File: src/rtl/mem_wb_stage.sv
// Memory/writeback stage: drives the valid/ready data-memory bus, sizes loads and stores,
// stalls on slow memory, and holds the M/W pipeline register feeding the register file.
module mem_wb_stage #(
  parameter int TIMEOUT = 16
) (
  input  logic        CLK,
  input  logic        rst,
  input  logic        RegWriteM,
  input  logic        MemWriteM,
  input  logic [1:0]  ResultSrcM,
  input  logic [2:0]  Funct3M,
  input  logic [4:0]  RD_M,
  input  logic [31:0] ALU_ResultM,
  input  logic [31:0] WriteDataM,
  input  logic [31:0] PCPlus4M,
  output logic        dmem_req,
  output logic        dmem_we,
  output logic [31:0] dmem_addr,
  output logic [31:0] dmem_wdata,
  output logic [3:0]  dmem_be,
  input  logic        dmem_ready,
  input  logic [31:0] dmem_rdata,
  output logic        stallM,
  output logic        RegWriteW,
  output logic [4:0]  RDW,
  output logic [31:0] ResultW,
  output logic        misalignW,
  output logic        timeoutW
);

  localparam int CW = $clog2(TIMEOUT + 1);

  // Bus handshake: a request completes in any cycle where dmem_req and dmem_ready are
  // both high; while waiting, dmem_req stays high and addr/wdata/be/we stay constant.
  typedef enum logic {S_IDLE, S_BUSY} state_t;

  state_t          state_q, state_d;
  logic [CW-1:0]   cnt_q, cnt_d;

  logic [1:0]  off;
  logic        is_load, memop, misaligned, mis_access, abort;
  logic [31:0] lane, load_data, result_m;

  assign off       = ALU_ResultM[1:0];
  assign is_load   = (ResultSrcM == 2'b01);
  assign memop     = MemWriteM | is_load;
  assign dmem_addr = {ALU_ResultM[31:2], 2'b00};
  assign dmem_we   = MemWriteM;
  assign mis_access = memop & misaligned;

  // Funct3M[1:0] selects the access size; the sign bit only matters for loads.
  always_comb begin
    misaligned = 1'b0;
    dmem_be    = 4'b1111;
    dmem_wdata = WriteDataM;
    case (Funct3M[1:0])
      2'b00: begin
        dmem_be    = 4'b0001 << off;
        dmem_wdata = {4{WriteDataM[7:0]}};
      end
      2'b01: begin
        misaligned = off[0];
        dmem_be    = 4'b0011 << off;
        dmem_wdata = {2{WriteDataM[15:0]}};
      end
      default: misaligned = (off != 2'b00);
    endcase
  end

  always_comb begin
    state_d  = state_q;
    cnt_d    = '0;
    dmem_req = 1'b0;
    abort    = 1'b0;
    case (state_q)
      S_IDLE: begin
        dmem_req = memop & ~misaligned;
        if (dmem_req && !dmem_ready) begin
          state_d = S_BUSY;
          cnt_d   = CW'(1);
        end
      end
      S_BUSY: begin
        dmem_req = 1'b1;
        if (dmem_ready) begin
          state_d = S_IDLE;
        end else if (cnt_q == CW'(TIMEOUT)) begin
          abort   = 1'b1;
          state_d = S_IDLE;
        end else begin
          cnt_d = cnt_q + 1'b1;
        end
      end
      default: state_d = S_IDLE;
    endcase
    // Reset must silence the bus even while M inputs still present a memory op.
    if (rst) begin
      dmem_req = 1'b0;
      abort    = 1'b0;
    end
    stallM = dmem_req & ~dmem_ready & ~abort;
  end

  always_ff @(posedge CLK or posedge rst) begin
    if (rst) begin
      state_q <= S_IDLE;
      cnt_q   <= '0;
    end else begin
      state_q <= state_d;
      cnt_q   <= cnt_d;
    end
  end

  assign lane = dmem_rdata >> {off, 3'b000};

  always_comb begin
    case (Funct3M)
      3'b000:  load_data = {{24{lane[7]}}, lane[7:0]};
      3'b001:  load_data = {{16{lane[15]}}, lane[15:0]};
      3'b100:  load_data = {24'h0, lane[7:0]};
      3'b101:  load_data = {16'h0, lane[15:0]};
      default: load_data = lane;
    endcase
  end

  always_comb begin
    case (ResultSrcM)
      2'b01:   result_m = load_data;
      2'b10:   result_m = PCPlus4M;
      default: result_m = ALU_ResultM;
    endcase
  end

  // A stalled cycle leaves a bubble in W; RDW/ResultW keep their last values.
  always_ff @(posedge CLK or posedge rst) begin
    if (rst) begin
      RegWriteW <= 1'b0;
      RDW       <= '0;
      ResultW   <= '0;
      misalignW <= 1'b0;
      timeoutW  <= 1'b0;
    end else if (stallM) begin
      RegWriteW <= 1'b0;
      misalignW <= 1'b0;
      timeoutW  <= 1'b0;
    end else begin
      RDW       <= RD_M;
      ResultW   <= result_m;
      RegWriteW <= RegWriteM & (RD_M != 5'd0) & ~mis_access & ~abort;
      misalignW <= mis_access;
      timeoutW  <= abort;
    end
  end

endmodule

File: config.mk
export PLATFORM = sky130hd
export DESIGN_NAME = mem_wb_stage
export DESIGN_NICKNAME = d
export VERILOG_FILES = /design/src/rtl/mem_wb_stage.sv
export SDC_FILE = /design/constraint.sdc
export NUM_CORES = 1
export LEC_CHECK = 0
export ABC_CLOCK_PERIOD_IN_PS = 2300
export CAP_MARGIN = 20
export CORE_ASPECT_RATIO = 1.25
export CORE_MARGIN = 3
export CORE_UTILIZATION = 33
export DETAILED_ROUTE_END_ITERATION = 6
export GPL_TIMING_DRIVEN = 1
export PLACE_DENSITY = 0.78
export SLEW_MARGIN = 30
export SYNTH_ARGS = -nofsm -noshare
export SYNTH_HDL_FRONTEND = slang
export SYNTH_SLANG_ARGS = --single-unit
File: constraint.sdc
create_clock -name CLK -period 2.3 [get_ports CLK]
set_clock_uncertainty 0.15 [all_clocks]
set_input_delay 0.46 -clock CLK [delete_from_list [all_inputs] [get_ports CLK]]
set_output_delay 0.46 -clock CLK [all_outputs]
set_load 0.02 [all_outputs]
; Word level (Yosys, flattened, before mapping)
; Index checks and enable logic that the tools add are counted.
; Widths: inputs -> output; s select.
[totals]
ff_bits = 46
elab_cells = 59
in_bits = 143
out_inout_bits = 111
[op_classes]
n_eq_ne = 7
shifts = 3
n_mux = 22
n_reduce_logical = 6
bitwise = 13
add_sub_neg = 1
[op_table]
columns = cell, count
row1 = $pmux 32 s2, 2
row2 = $pmux 32 s4, 1
row3 = $shr 32x5->32, 1
row4 = $mux 1, 12
row5 = $mux 5, 2
row6 = $pmux 5 s2, 1
row7 = $pmux 4 s2, 1
row8 = $and 1x1->1, 7
row9 = $eq 3x3->1 const B, 2
row10 = $pmux 1 s2, 3
row11 = $add 5x1->5 const B, 1
row12 = $eq 5x5->1 const B, 1
row13 = $not 1->1, 5
row14 = $reduce_bool 5->1, 1
row15 = $eq 2x1->1 const B, 2
row16 = $shl 1x2->4 const A, 1
row17 = $shl 2x2->4 const A, 1
row18 = $eq 3x1->1 const B, 1
row19 = $logic_not 3->1, 1
row20 = $eq 2x2->1 const B, 1
row21 = $logic_not 2->1, 1
row22 = $reduce_bool 2->1, 1
row23 = $logic_and 1x1->1, 1
row24 = $logic_not 1->1, 1
row25 = $or 1x1->1, 1

; Longest topological paths before layout
[depth]
word_depth = 9
depth_mapped = 10

; Worst setup path before layout
; Ideal clock, no wire load.
[synth_timing]
path_type = input -> output
startpoint = in ResultSrcM[1]
endpoint = out stallM
required_time_ps = 1690
n_path_buf = 2
slack_ps = 18
arrival_ps = 1672
path_stages = 8
cell_sequence = inv_1 > ha_1 > a2bb2oi_1 > a31oi_1 > a2111o_1 > inv_2 > buf_6 > buf_6
[synth_via]
elab_chain_cells = 7
[synth_lines]
columns = element, line_no
row1 = from (decl), 10  ; input logic [1:0] ResultSrcM,
row2 = $eq 2x1->1, 45  ; assign is_load = (ResultSrcM == 2'b01);
row3 = $or 1x1->1, 46  ; assign memop = MemWriteM | is_load;
row4 = $and 1x1->1, 77  ; dmem_req = memop & ~misaligned;
row5 = $pmux 1 s2, 75  ; case (state_q)
row6 = $mux 1, 97  ; if (rst) begin
row7 = $and 1x1->1 (2 in series), 101  ; stallM = dmem_req & ~dmem_ready & ~abort;
row8 = to (decl), 23  ; output logic stallM,
; Every way passes these cells.

; Final worst setup path
[layout_timing]
startpoint = reg cnt_q[0]
endpoint = out stallM
[layout_via]
elab_chain_cells = 7
[layout_lines]
columns = element, line_no
row1 = from (decl), 38  ; logic [CW-1:0] cnt_q, cnt_d;
row2 = from (signal assigned), 110  ; cnt_q <= cnt_d;
row3 = $eq 5x5->1, 87  ; end else if (cnt_q == CW'(TIMEOUT)) begin
row4 = $mux 1, 87
row5 = $mux 1, 85  ; if (dmem_ready) begin
row6 = $mux 1, 75
row7 = $mux 1, 97
row8 = $not 1->1, 101
row9 = $and 1x1->1, 101
; Every way passes these cells.

==> impl_metrics.yaml <==
outcome:
  outcome: "finished, final reports clean"
routing:
  wire_per_inst_microns: 18.9
  first_pass_iters: 5
  drt_iter0_drc: 332
  num_vias: 4634
  viasPerCell: 5.39
  ant_nets: 0
  finalWirelength_microns: 16300
  drc_errors: 0
logic_synthesis:
  synth_top_family_by_area: "compound AO/OA/AOI/OAI gates"
  syn_inst: 470
  synth_compound_area_frac: 0.244
  synthFlopType: "dfrtp_1"
  synth_enable_flop_cells: 0
  avgSynthCellArea_sq_um: 8.06
  synth-xor-area-share: 0.00693
  yosys_warnings: 0
  synth_simple_gate_area_share: 0.170
  async_reset_ff_frac: 1.00
  syn_area_sq_um: 3790
  ys_seq_area_frac: 0.304
  synthAdderAreaFrac: 0.0132
  synthMuxAreaShare: 0.122
  synthDistinctLibCells: 49
  synth-seq-cells: 46
floorplanning:
  rows: 43
  dieArea_sq_um: 12800
  io_pins: 254
  initial_utilization: 0.340
  coreArea_sq_um: 11100
  die_width_microns: 102
  die_y_microns: 126
cts:
  clk_transition_reported_paths_ps: 60
  cts_tree: "yes"
  insertion_delay_ps: 290
  cts_inserted_buffers: 5
  h-tree-depth: 2
  clockRootBuffer: "clkbuf_16"
  cts_hold_buf: 0
  clock_path_buffers: 2
  cts_sinks: 46
sta:
  fin_crit_sh: 0.998
  slew_viol_final: 0
  maxClockFrequency_ghz: 0.436
  rsz0062_at_grt: "yes"
  finalSetupViolCount: 0
  max_slew_margin: 0.623
  fin_crit_ps: 2300
  fin_tns_setup_ps: 0
  whs_ps: 319
  worst_pin_slew_ps: 564
  hold_violations: 0
setup_path:
  slowest_stage: "a2111o_1"
  crit_path_end_kind: "output pin"
  worstPathArrival_ps: 1690
  slowest_delay_ps: 430
  crit_chain: "inv_2 -> ha_4 -> and3_4 -> a2111o_1 -> inv_2 -> buf_6"
  required_ps: 1690
  crit_path_max_fanout: 2
  r2r_cells: 8
  crit_path_start_kind: "register"
  r2r_slack_ps: 150
  timing.rr.end: "ResultW[13]"
  critPathMostFrequentCell: "inv_2"
  path_class: "register to output pin"
  r2r-start: "cnt_q[0]"
final_layout:
  regArea_sq_um: 1150
  mostFrequentLayoutCells: "clkdlybuf4s50_1, nand2_1, buf_4, dfrtp_1, nor2_1"
  final_core_util: 0.609
  layout.cells.most_common: "clkdlybuf4s50_1"
  antenna_cells: 0
  multi_input_area_sq_um: 2170
  finish.instance_area_sq_um: 6780
  fill_cells: 965
  drive_above_1_share: 0.175
  finalNetCount: 870
  syn_to_final_growth_pct: 79.0
  finalNonFillerCells: 859
pwr:
  peakVddDrop_uv: 275
  power.leakage_nw: 2.91
  p_switching_mw: 1.11
  p_int_mw: 2.19
  power.share.sequential: 0.296
  clock_power_share: 0.253
  swShare: 0.336
  powerDensity_nw_per_um2: 486
  combPwrFrac: 0.452
global_routing:
  grt_pass1_vias: 4693
  grt_pass1_wl_microns: 24800
  antenna_found_initial: 0
  grt-ovfl-total: 0
  grt_max_degree: 48
  grtUsageTotal: 0.246
placed_design:
  port_buffers: 251
  dp_cells: 847
  place_congestion: 0.896
  hpwl_microns: 13200
  placed_area_sq_um: 6510
worst_hold_path:
  holdPathEnd: "RDW[2]"
  hold_start: "RDW[2]"
  min_path_type: "register to register"
  hold_depth: 2
flow_run:
  cap_viol_max_count: 0
critical path, delay by kind of cell (launching register included):
kind / cells / cell delay [ps]
AOI/OAI and AO/OA: 1 / 430
DFF: 1 / 360
buffers and inverters: 3 / 290
and+or+nand+nor: 1 / 160
adders and majority gates: 1 / 150
sequential cells by signal (all words and copies together), names as in the netlist:
register and cells:
RDW 5, RegWriteW 1, ResultW 32, cnt_q 5, misalignW 1, state_q 1, timeoutW 1
per-layer routing:
metal,vias up,global-route usage,part of all wire
met4,0,0.0927,0.032
met1,2166,0.294,0.37
li1,2163,-,-
met5,-,0,0
met2,270,0.432,0.51
met3,35,0.0432,0.085
Yosys cell counts, types with 2 or more instances:
master | count | area [sq um]
clkbuf_1 | 19 | 71.3
a31oi_1 | 3 | 18.8
and3_1 | 2 | 12.5
mux2_2 | 16 | 180
nand2b_1 | 4 | 25.0
a22oi_1 | 5 | 37.5
a221oi_1 | 23 | 201
nand3_1 | 4 | 20.0
ha_1 | 4 | 50.1
buf_4 | 44 | 330
nor3_1 | 8 | 40.0
dfrtp_1 | 46 | 1150
nor2_1 | 43 | 161
nand2_1 | 63 | 236
buf_2 | 6 | 30.0
inv_1 | 8 | 30.0
buf_6 | 5 | 56.3
a211oi_1 | 12 | 90.1
o21ai_1 | 9 | 45.0
mux2i_1 | 26 | 260
o22ai_1 | 8 | 50.1
or2_2 | 2 | 12.5
o221ai_1 | 3 | 26.3
nor2b_1 | 9 | 56.3
o21ai_0 | 41 | 205
a21oi_1 | 33 | 165
xor2_1 | 2 | 17.5
stage by stage:
step	worst slack (ps)	power, mW
global route	-36.1	3.43
detailed placement	-838	2.48
floorplan	18.0	1.67
global placement	-851	2.45
CTS	-152	3.29
finish	4.53	3.29
cells by family (layout without fill, tap and decap cells):
family	Yosys count	count (layout)
buffers and inverters	84	337
XOR/XNOR	3	3
multiplexers	43	43
other	1	2
adder cells (fa/ha/maj)	4	4
AO/OA/AOI/OAI	146	146
AND/OR/NAND/NOR	143	143
flip-flops	46	46
power by group through the flow:
stage	clock [mW]	combinational, mW	sequential, mW
4_1_cts	0.840	1.48	0.975
6_report	0.832	1.49	0.974
3_3_place_gp	0	1.47	0.985
3_5_place_dp	0	1.49	0.989
5_1_grt	0.862	1.58	0.987
2_1_floorplan	0	0.570	1.10
worst max-delay path by stage:
stage / from / to / cells after the start
5_1_grt: cnt_q[0] / stallM / 6
3_5_place_dp: ResultSrcM[0] / stallM / 7
6_report: cnt_q[0] / stallM / 6
3_3_place_gp: ResultSrcM[0] / stallM / 7
4_1_cts: ResultSrcM[1] / stallM / 8
2_1_floorplan: ResultSrcM[1] / stallM / 8
timing repair:
item                                    4_1_cts  5_1_grt
pin swaps                                     5        5
endpoints found under the hold margin         0        0
buffers inserted                              2        2
endpoints found under the setup margin       73       30
gates resized for setup                      72       28
area by class of cell:
type,count,area share
clock inverters,2,0.00553
inverters,9,0.00498
repair buffers,320,0.456
well taps,135,0.0249
flip-flops and latches,46,0.170
multi-input cells,341,0.319
clock buffers,6,0.0190
No activity file was read; power rests on OpenSTA's default activity.
